**src/rtl/mult_man_pkg.sv**
```systemverilog
// Shared definitions for the mult_man pipelined shift-and-add multiplier.
// Holds the default operand widths and the product-width helper, so the top
// and the stage cell size their datapaths the same way.
package mult_man_pkg;

  // Default multiplicand width.
  localparam int DEF_N = 8;
  // Default multiplier width, which is also the number of pipeline stages.
  localparam int DEF_M = 4;

  // Width of the unsigned product of an n-bit and an m-bit operand.
  // (2^n-1)*(2^m-1) < 2^(n+m), so n+m bits never truncate.
  function automatic int prod_width(input int n, input int m);
    return n + m;
  endfunction

endpackage : mult_man_pkg

```
**src/rtl/mult_man_stage.sv**
```systemverilog
// One pipeline cell of mult_man (stage IDX, 1 <= IDX <= M-1).
// The incoming multiplicand has already been shifted IDX-1 times. This cell
// shifts it once more and adds it to the running sum when multiplier bit IDX
// is set. The multiplier and valid flag ride along unchanged. Every field is
// captured on every edge, so a bubble in the pipeline is simply zeros.
module mult_man_stage
  import mult_man_pkg::*;
#(
  parameter int N   = DEF_N,
  parameter int M   = DEF_M,
  parameter int IDX = 1
) (
  input  logic                        clk,
  input  logic                        rst_n,
  input  logic [prod_width(N, M)-1:0] acc_in,
  input  logic [prod_width(N, M)-1:0] mcand_in,
  input  logic [M-1:0]                mplier_in,
  input  logic                        valid_in,
  output logic [prod_width(N, M)-1:0] acc_out,
  output logic [prod_width(N, M)-1:0] mcand_out,
  output logic [M-1:0]                mplier_out,
  output logic                        valid_out
);

  localparam int W = prod_width(N, M);

  logic [W-1:0] mcand_sh_s;
  logic [W-1:0] pp_s;
  logic [W-1:0] acc_nxt_s;

  logic [W-1:0] acc_r;
  logic [W-1:0] mcand_r;
  logic [M-1:0] mplier_r;
  logic         valid_r;

  // Shift the multiplicand up one place and form this stage's partial sum.
  always_comb begin
    mcand_sh_s = {W{1'b0}};
    pp_s       = {W{1'b0}};
    acc_nxt_s  = {W{1'b0}};
    mcand_sh_s = {mcand_in[W-2:0], 1'b0};
    if (mplier_in[IDX]) begin
      pp_s = mcand_sh_s;
    end else begin
      pp_s = {W{1'b0}};
    end
    acc_nxt_s = acc_in + pp_s;
  end

  // Pipeline register for this stage; async reset flushes in-flight work.
  always_ff @(posedge clk or negedge rst_n) begin
    if (!rst_n) begin
      acc_r    <= {W{1'b0}};
      mcand_r  <= {W{1'b0}};
      mplier_r <= {M{1'b0}};
      valid_r  <= 1'b0;
    end else begin
      acc_r    <= acc_nxt_s;
      mcand_r  <= mcand_sh_s;
      mplier_r <= mplier_in;
      valid_r  <= valid_in;
    end
  end

  assign acc_out    = acc_r;
  assign mcand_out  = mcand_r;
  assign mplier_out = mplier_r;
  assign valid_out  = valid_r;

endmodule : mult_man_stage

```
**src/rtl/mult_man.sv**
```systemverilog
// mult_man: pipelined unsigned N x M shift-and-add multiplier.
// Stage 0 captures the operands and the partial product for mult2 bit 0.
// Stages 1..M-1 each add one more shifted partial product. A valid bit
// travels alongside each operand pair. A new pair may enter every clock and
// there is no backpressure. result/result_ready come straight from the last
// stage's flops, M register stages after capture.
module mult_man
  import mult_man_pkg::*;
#(
  parameter int N = DEF_N,
  parameter int M = DEF_M
) (
  input  logic                        clk,
  input  logic                        rst_n,
  input  logic                        data_ready,
  input  logic [N-1:0]                mult1,
  input  logic [M-1:0]                mult2,
  output logic                        result_ready,
  output logic [prod_width(N, M)-1:0] result
);

  localparam int W = prod_width(N, M);

  // Pipeline buses: element i is the registered output of stage i.
  logic [W-1:0] acc_r    [M];
  logic [W-1:0] mcand_r  [M];
  logic [M-1:0] mplier_r [M];
  logic         valid_r  [M];

  // Stage 0 registers.
  logic [W-1:0] acc0_r;
  logic [W-1:0] mcand0_r;
  logic [M-1:0] mplier0_r;
  logic         valid0_r;

  logic [W-1:0] mult1_ext_s;
  logic [W-1:0] acc0_nxt_s;

  // Zero-extend the multiplicand and select the bit-0 partial product.
  always_comb begin
    mult1_ext_s = {W{1'b0}};
    acc0_nxt_s  = {W{1'b0}};
    mult1_ext_s = {{M{1'b0}}, mult1};
    if (mult2[0]) begin
      acc0_nxt_s = mult1_ext_s;
    end else begin
      acc0_nxt_s = {W{1'b0}};
    end
  end

  // Capture stage: load a new pair when data_ready, otherwise inject a bubble.
  always_ff @(posedge clk or negedge rst_n) begin
    if (!rst_n) begin
      acc0_r    <= {W{1'b0}};
      mcand0_r  <= {W{1'b0}};
      mplier0_r <= {M{1'b0}};
      valid0_r  <= 1'b0;
    end else if (data_ready) begin
      acc0_r    <= acc0_nxt_s;
      mcand0_r  <= mult1_ext_s;
      mplier0_r <= mult2;
      valid0_r  <= 1'b1;
    end else begin
      acc0_r    <= {W{1'b0}};
      mcand0_r  <= {W{1'b0}};
      mplier0_r <= {M{1'b0}};
      valid0_r  <= 1'b0;
    end
  end

  assign acc_r[0]    = acc0_r;
  assign mcand_r[0]  = mcand0_r;
  assign mplier_r[0] = mplier0_r;
  assign valid_r[0]  = valid0_r;

  // Stages 1..M-1, one partial product per multiplier bit.
  for (genvar gi = 1; gi < M; gi++) begin : g_stage
    mult_man_stage #(
      .N   (N),
      .M   (M),
      .IDX (gi)
    ) u_stage (
      .clk        (clk),
      .rst_n      (rst_n),
      .acc_in     (acc_r[gi-1]),
      .mcand_in   (mcand_r[gi-1]),
      .mplier_in  (mplier_r[gi-1]),
      .valid_in   (valid_r[gi-1]),
      .acc_out    (acc_r[gi]),
      .mcand_out  (mcand_r[gi]),
      .mplier_out (mplier_r[gi]),
      .valid_out  (valid_r[gi])
    );
  end

  // Outputs are the last stage's flops; there is no path from the inputs.
  assign result       = acc_r[M-1];
  assign result_ready = valid_r[M-1];

endmodule : mult_man

```
**config.mk**
```make
export PLATFORM = sky130hd
export DESIGN_NAME = mult_man
export DESIGN_NICKNAME = d
export VERILOG_FILES = /design/src/rtl/mult_man_pkg.sv /design/src/rtl/mult_man_stage.sv /design/src/rtl/mult_man.sv
export SDC_FILE = /design/constraint.sdc
export NUM_CORES = 1
export LEC_CHECK = 0
export BUFFER_PORTS_ARGS = -buffer_cell sky130_fd_sc_hd__buf_4
export CAP_MARGIN = 20
export CORE_AREA = 10 10 77 105
export CTS_CLUSTER_SIZE = 25
export DETAILED_ROUTE_END_ITERATION = 16
export DIE_AREA = 0 0 87 115
export PLACE_DENSITY = 0.82
export REMOVE_ABC_BUFFERS = 1
export SYNTH_ARGS = -nofsm -noshare
export SYNTH_HDL_FRONTEND = slang
export SYNTH_SLANG_ARGS = --single-unit
```
**constraint.sdc**
```tcl
create_clock -name clk -period 2.05 [get_ports clk]
set_clock_uncertainty 0.2 [all_clocks]
set_input_delay 0.205 -clock clk [delete_from_list [all_inputs] [get_ports clk]]
set_output_delay 0.205 -clock clk [all_outputs]
set_load 0.1 [all_outputs]
```
==> flow_metrics.py <==
metrics = {
    "cts": {
        "cts.sinks": 75,
        "insertion_delay_ns": 0.35,
        "htreeDepth": 3,
        "path_clk_slew_ns": 0.07,
        "ctsLongestPathBuffers": 2,
        "cts_tree": "built",
        "root_buffer": "clkbuf_8",
        "numCtsBuffers": 9,
    },
    "placement": {
        "post-dp-hpwl_um": 3530,
        "place.gp.congestion": 0.746,
        "port_buffers": 27,
        "dp_cells": 345,
        "placed_cell_area_sq_um": 3450,
    },
    "power_and_ir_drop": {
        "ir_drop_uv": 514,
        "cellLeakagePower_uw": 0.00206,
        "p_per_area_nw_per_um2": 826,
    },
    "outcome": {
        "status": "finished with violations",
        "violations": "negative setup slack",
    },
    "critical_path": {
        "cp_data_required_time_ns": 2.09,
        "slowest_delay_ns": 0.38,
        "endpoint_kind": "register",
        "critPathMaxFanout": 2,
        "setup.worst_path.class": "register to register",
        "crit_chain": "and2_4, ha_4, fa_2, a211oi_4, o21a_1, nor2_2, o21ba_2",
        "cp_top_family": "compound AO/OA/AOI/OAI gates",
        "path_buf_inv": 0,
        "start_kind": "register",
        "cp.arrival_ns": 2.09,
        "cpMaxStageDelayCell": "dfrtp_1",
    },
    "drt": {
        "ant_nets": 0,
        "post_drt_wl_per_cell_um": 14.4,
        "drtIter0Drc": 52,
        "wl_um": 5510,
        "num_vias": 2021,
        "viasPerCell": 5.28,
        "dr.pass1.iters": 4,
        "drc": 0,
    },
    "floorplan": {
        "dieArea_sq_um": 10000,
        "ioPinCount": 28,
        "start_util_pct": 51.4,
        "die_h_um": 115,
        "core_region_area_sq_um": 6170,
        "die_x_um": 87,
        "placementRows": 34,
    },
    "timing": {
        "max_freq_mhz": 487,
        "setup_ws_ns": -0.00466,
        "slew_headroom_pct": 64.6,
        "layout_worst_path_cycle_share_pct": 100,
        "slew_violations": 0,
        "rsz0062_at_grt": "true",
        "period_needed_ns": 2.05,
        "worst_pin_slew_ns": 0.530,
        "hold_viol": 0,
        "setup_viol": 1,
    },
    "global_routing": {
        "globalRoute.totalOverflow": 0,
        "grt_antenna_before_repair": 0,
        "grtUsageTotal_pct": 11.5,
        "grt_pass1_vias": 2164,
        "grt_max_degree": 44,
        "grt_pass1_wl_um": 9180,
    },
    "yosys": {
        "ys_seq_area_share_pct": 59.2,
        "syn_area_sq_um": 3170,
        "avgSynthCellArea_sq_um": 12.7,
        "synthCells": 250,
        "ys_warn_count": 0,
        "ys_types": 30,
        "ys_ff_latch": 75,
    },
    "final_layout": {
        "fin_area_sq_um": 4140,
        "area_delta_synth_final_pct": 30.5,
        "antenna_cells": 0,
        "final_cells": 383,
        "filler_cell_count": 400,
        "post-route-util_pct": 67.0,
        "drive_above_1_share_pct": 31.8,
        "fin_nets": 348,
    },
    "run": {
        "max_cap_viol_count": 0,
    },
    "min_path": {
        "hp-class": "register to register",
    },
}
-- cells in the mapped netlist, drive strengths merged --
library cell / count / area share (%)
and3: 8 / 1.6
nor2b: 4 / 0.79
or3: 1 / 0.20
a21o: 6 / 1.4
a221oi: 2 / 0.55
o21ai: 5 / 0.79
o22ai: 1 / 0.20
nor3: 5 / 0.79
nor2: 8 / 0.95
clkbuf: 1 / 0.12
nand3: 4 / 0.63
o21ba: 1 / 0.32
o21a: 1 / 0.24
a2111oi: 2 / 0.55
xnor2: 7 / 1.9
a211oi: 3 / 0.71
a311o: 4 / 1.3
a21oi: 13 / 2.1
ha: 23 / 9.1
dfrtp: 75 / 59
inv: 6 / 0.71
fa: 3 / 1.9
o21bai: 4 / 0.95
mux2i: 2 / 0.63
and2: 34 / 6.7
nor4: 2 / 0.39
nand2: 7 / 0.83
xor2: 6 / 1.7
buf: 12 / 2.8
-- placed cells by master (no fill, tap or decap), drive strengths merged, types with 3 or more instances in the layout --
cell / count
inv: 6
nor3: 5
o21ai: 5
a311o: 4
a211oi: 3
xnor2: 7
buf: 41
and2: 34
fa: 3
o21bai: 4
dlygate4sd3: 18
nor2: 8
dfrtp: 75
a21oi: 13
ha: 23
clkbuf: 11
nand3: 4
nor2b: 4
nand2: 7
a21o: 6
and3: 8
xor2: 6
-- stage by stage --
step	hold slack, ns	setup slack (ns)	total power, uW	TNS [ns]
global route	0.156	-0.0581	3550	-0.178
detailed placement	0.0259	-0.227	2110	-0.576
global placement	0.0172	-0.124	2090	-0.250
CTS	0.151	0.00824	3400	0
finish	0.149	-0.00466	3420	-0.00466
floorplan	-0.291	-0.118	1960	-0.227
-- sequential cells by signal, summed over array words and instances, names as in the netlist --
signal / flops
valid0_r: 1
mcand0_r: 8
acc0_r: 8
g_stage.u_stage.mplier_out: 3
mplier0_r: 3
g_stage.u_stage.acc_out: 33
g_stage.u_stage.mcand_out: 16
g_stage.u_stage.valid_out: 3
-- cell families (layout without fill, tap and decap cells) --
logic type	after synthesis	count (layout)	synth area share [%]
flops	75	75	59.2
simple gates	73	73	12.9
compound gates	42	42	9.04
fa+ha+maj	26	26	11.0
buf+inv	19	80	3.67
xor+xnor	13	13	3.59
mux	2	2	0.632
-- metal layers --
metal  GRT usage (%)  share of wire (%)  vias up
li1                -                  -      965
met2            20.0                 53       44
met4            7.37                3.5        0
met1            11.2                 38      991
met3            4.18                5.2       21
met5               0                  0        -
-- worst reg2reg max path, cell delays in order, from the launching register on --
cell and delay, ns:
dfrtp_1 0.38, and2_4 0.17, ha_4 0.16, fa_2 0.38, a211oi_4 0.24, o21a_1 0.18
nor2_2 0.05, o21ba_2 0.19
-- repair_timing --
action / 4_1_cts / 5_1_grt
hold buffers: 18 / 0
setup endpoints to repair: 8 / 12
buffers inserted: 1 / 4
hold endpoints to repair: 62 / 0
pin swaps: 5 / 12
gates resized for setup: 15 / 36
-- area by class of cell --
class	count	area (sq um)	share of cell area, %
well taps	72	90.1	2.18
clock inverters	4	73.8	1.79
clock buffers	11	151	3.66
flip-flops and latches	75	1880	45.4
repair buffers	59	504	12.2
multi-input cells	156	1420	34.2
inverters	6	22.5	0.545
-- power breakdown --
group | switching, uW | total, uW | internal (uW)
combinational | 358 | 544 | 186
clock | 514 | 1260 | 745
sequential | 39.4 | 1610 | 1570
total | 912 | 3420 | 2500
-- final timing paths --
check | cells past startpoint | slack (ns) | startpoint | end
max in group asynchronous | 3 | 0.92 | rst_n | acc0_r[2]
hold reg to reg | 0 | 0.15 | g_stage[2].u_stage.acc_out[1] | g_stage[3].u_stage.acc_out[1]
hold / removal | 0 | 0.15 | g_stage[2].u_stage.acc_out[1] | g_stage[3].u_stage.acc_out[1]
min in group asynchronous | 2 | 0.18 | rst_n | g_stage[2].u_stage.valid_out
setup / recovery | 7 | -0.005 | mplier0_r[1] | g_stage[1].u_stage.acc_out[9]
setup reg to reg | 7 | -0.005 | mplier0_r[1] | g_stage[1].u_stage.acc_out[9]
No activity file was read; power rests on OpenSTA's default activity.
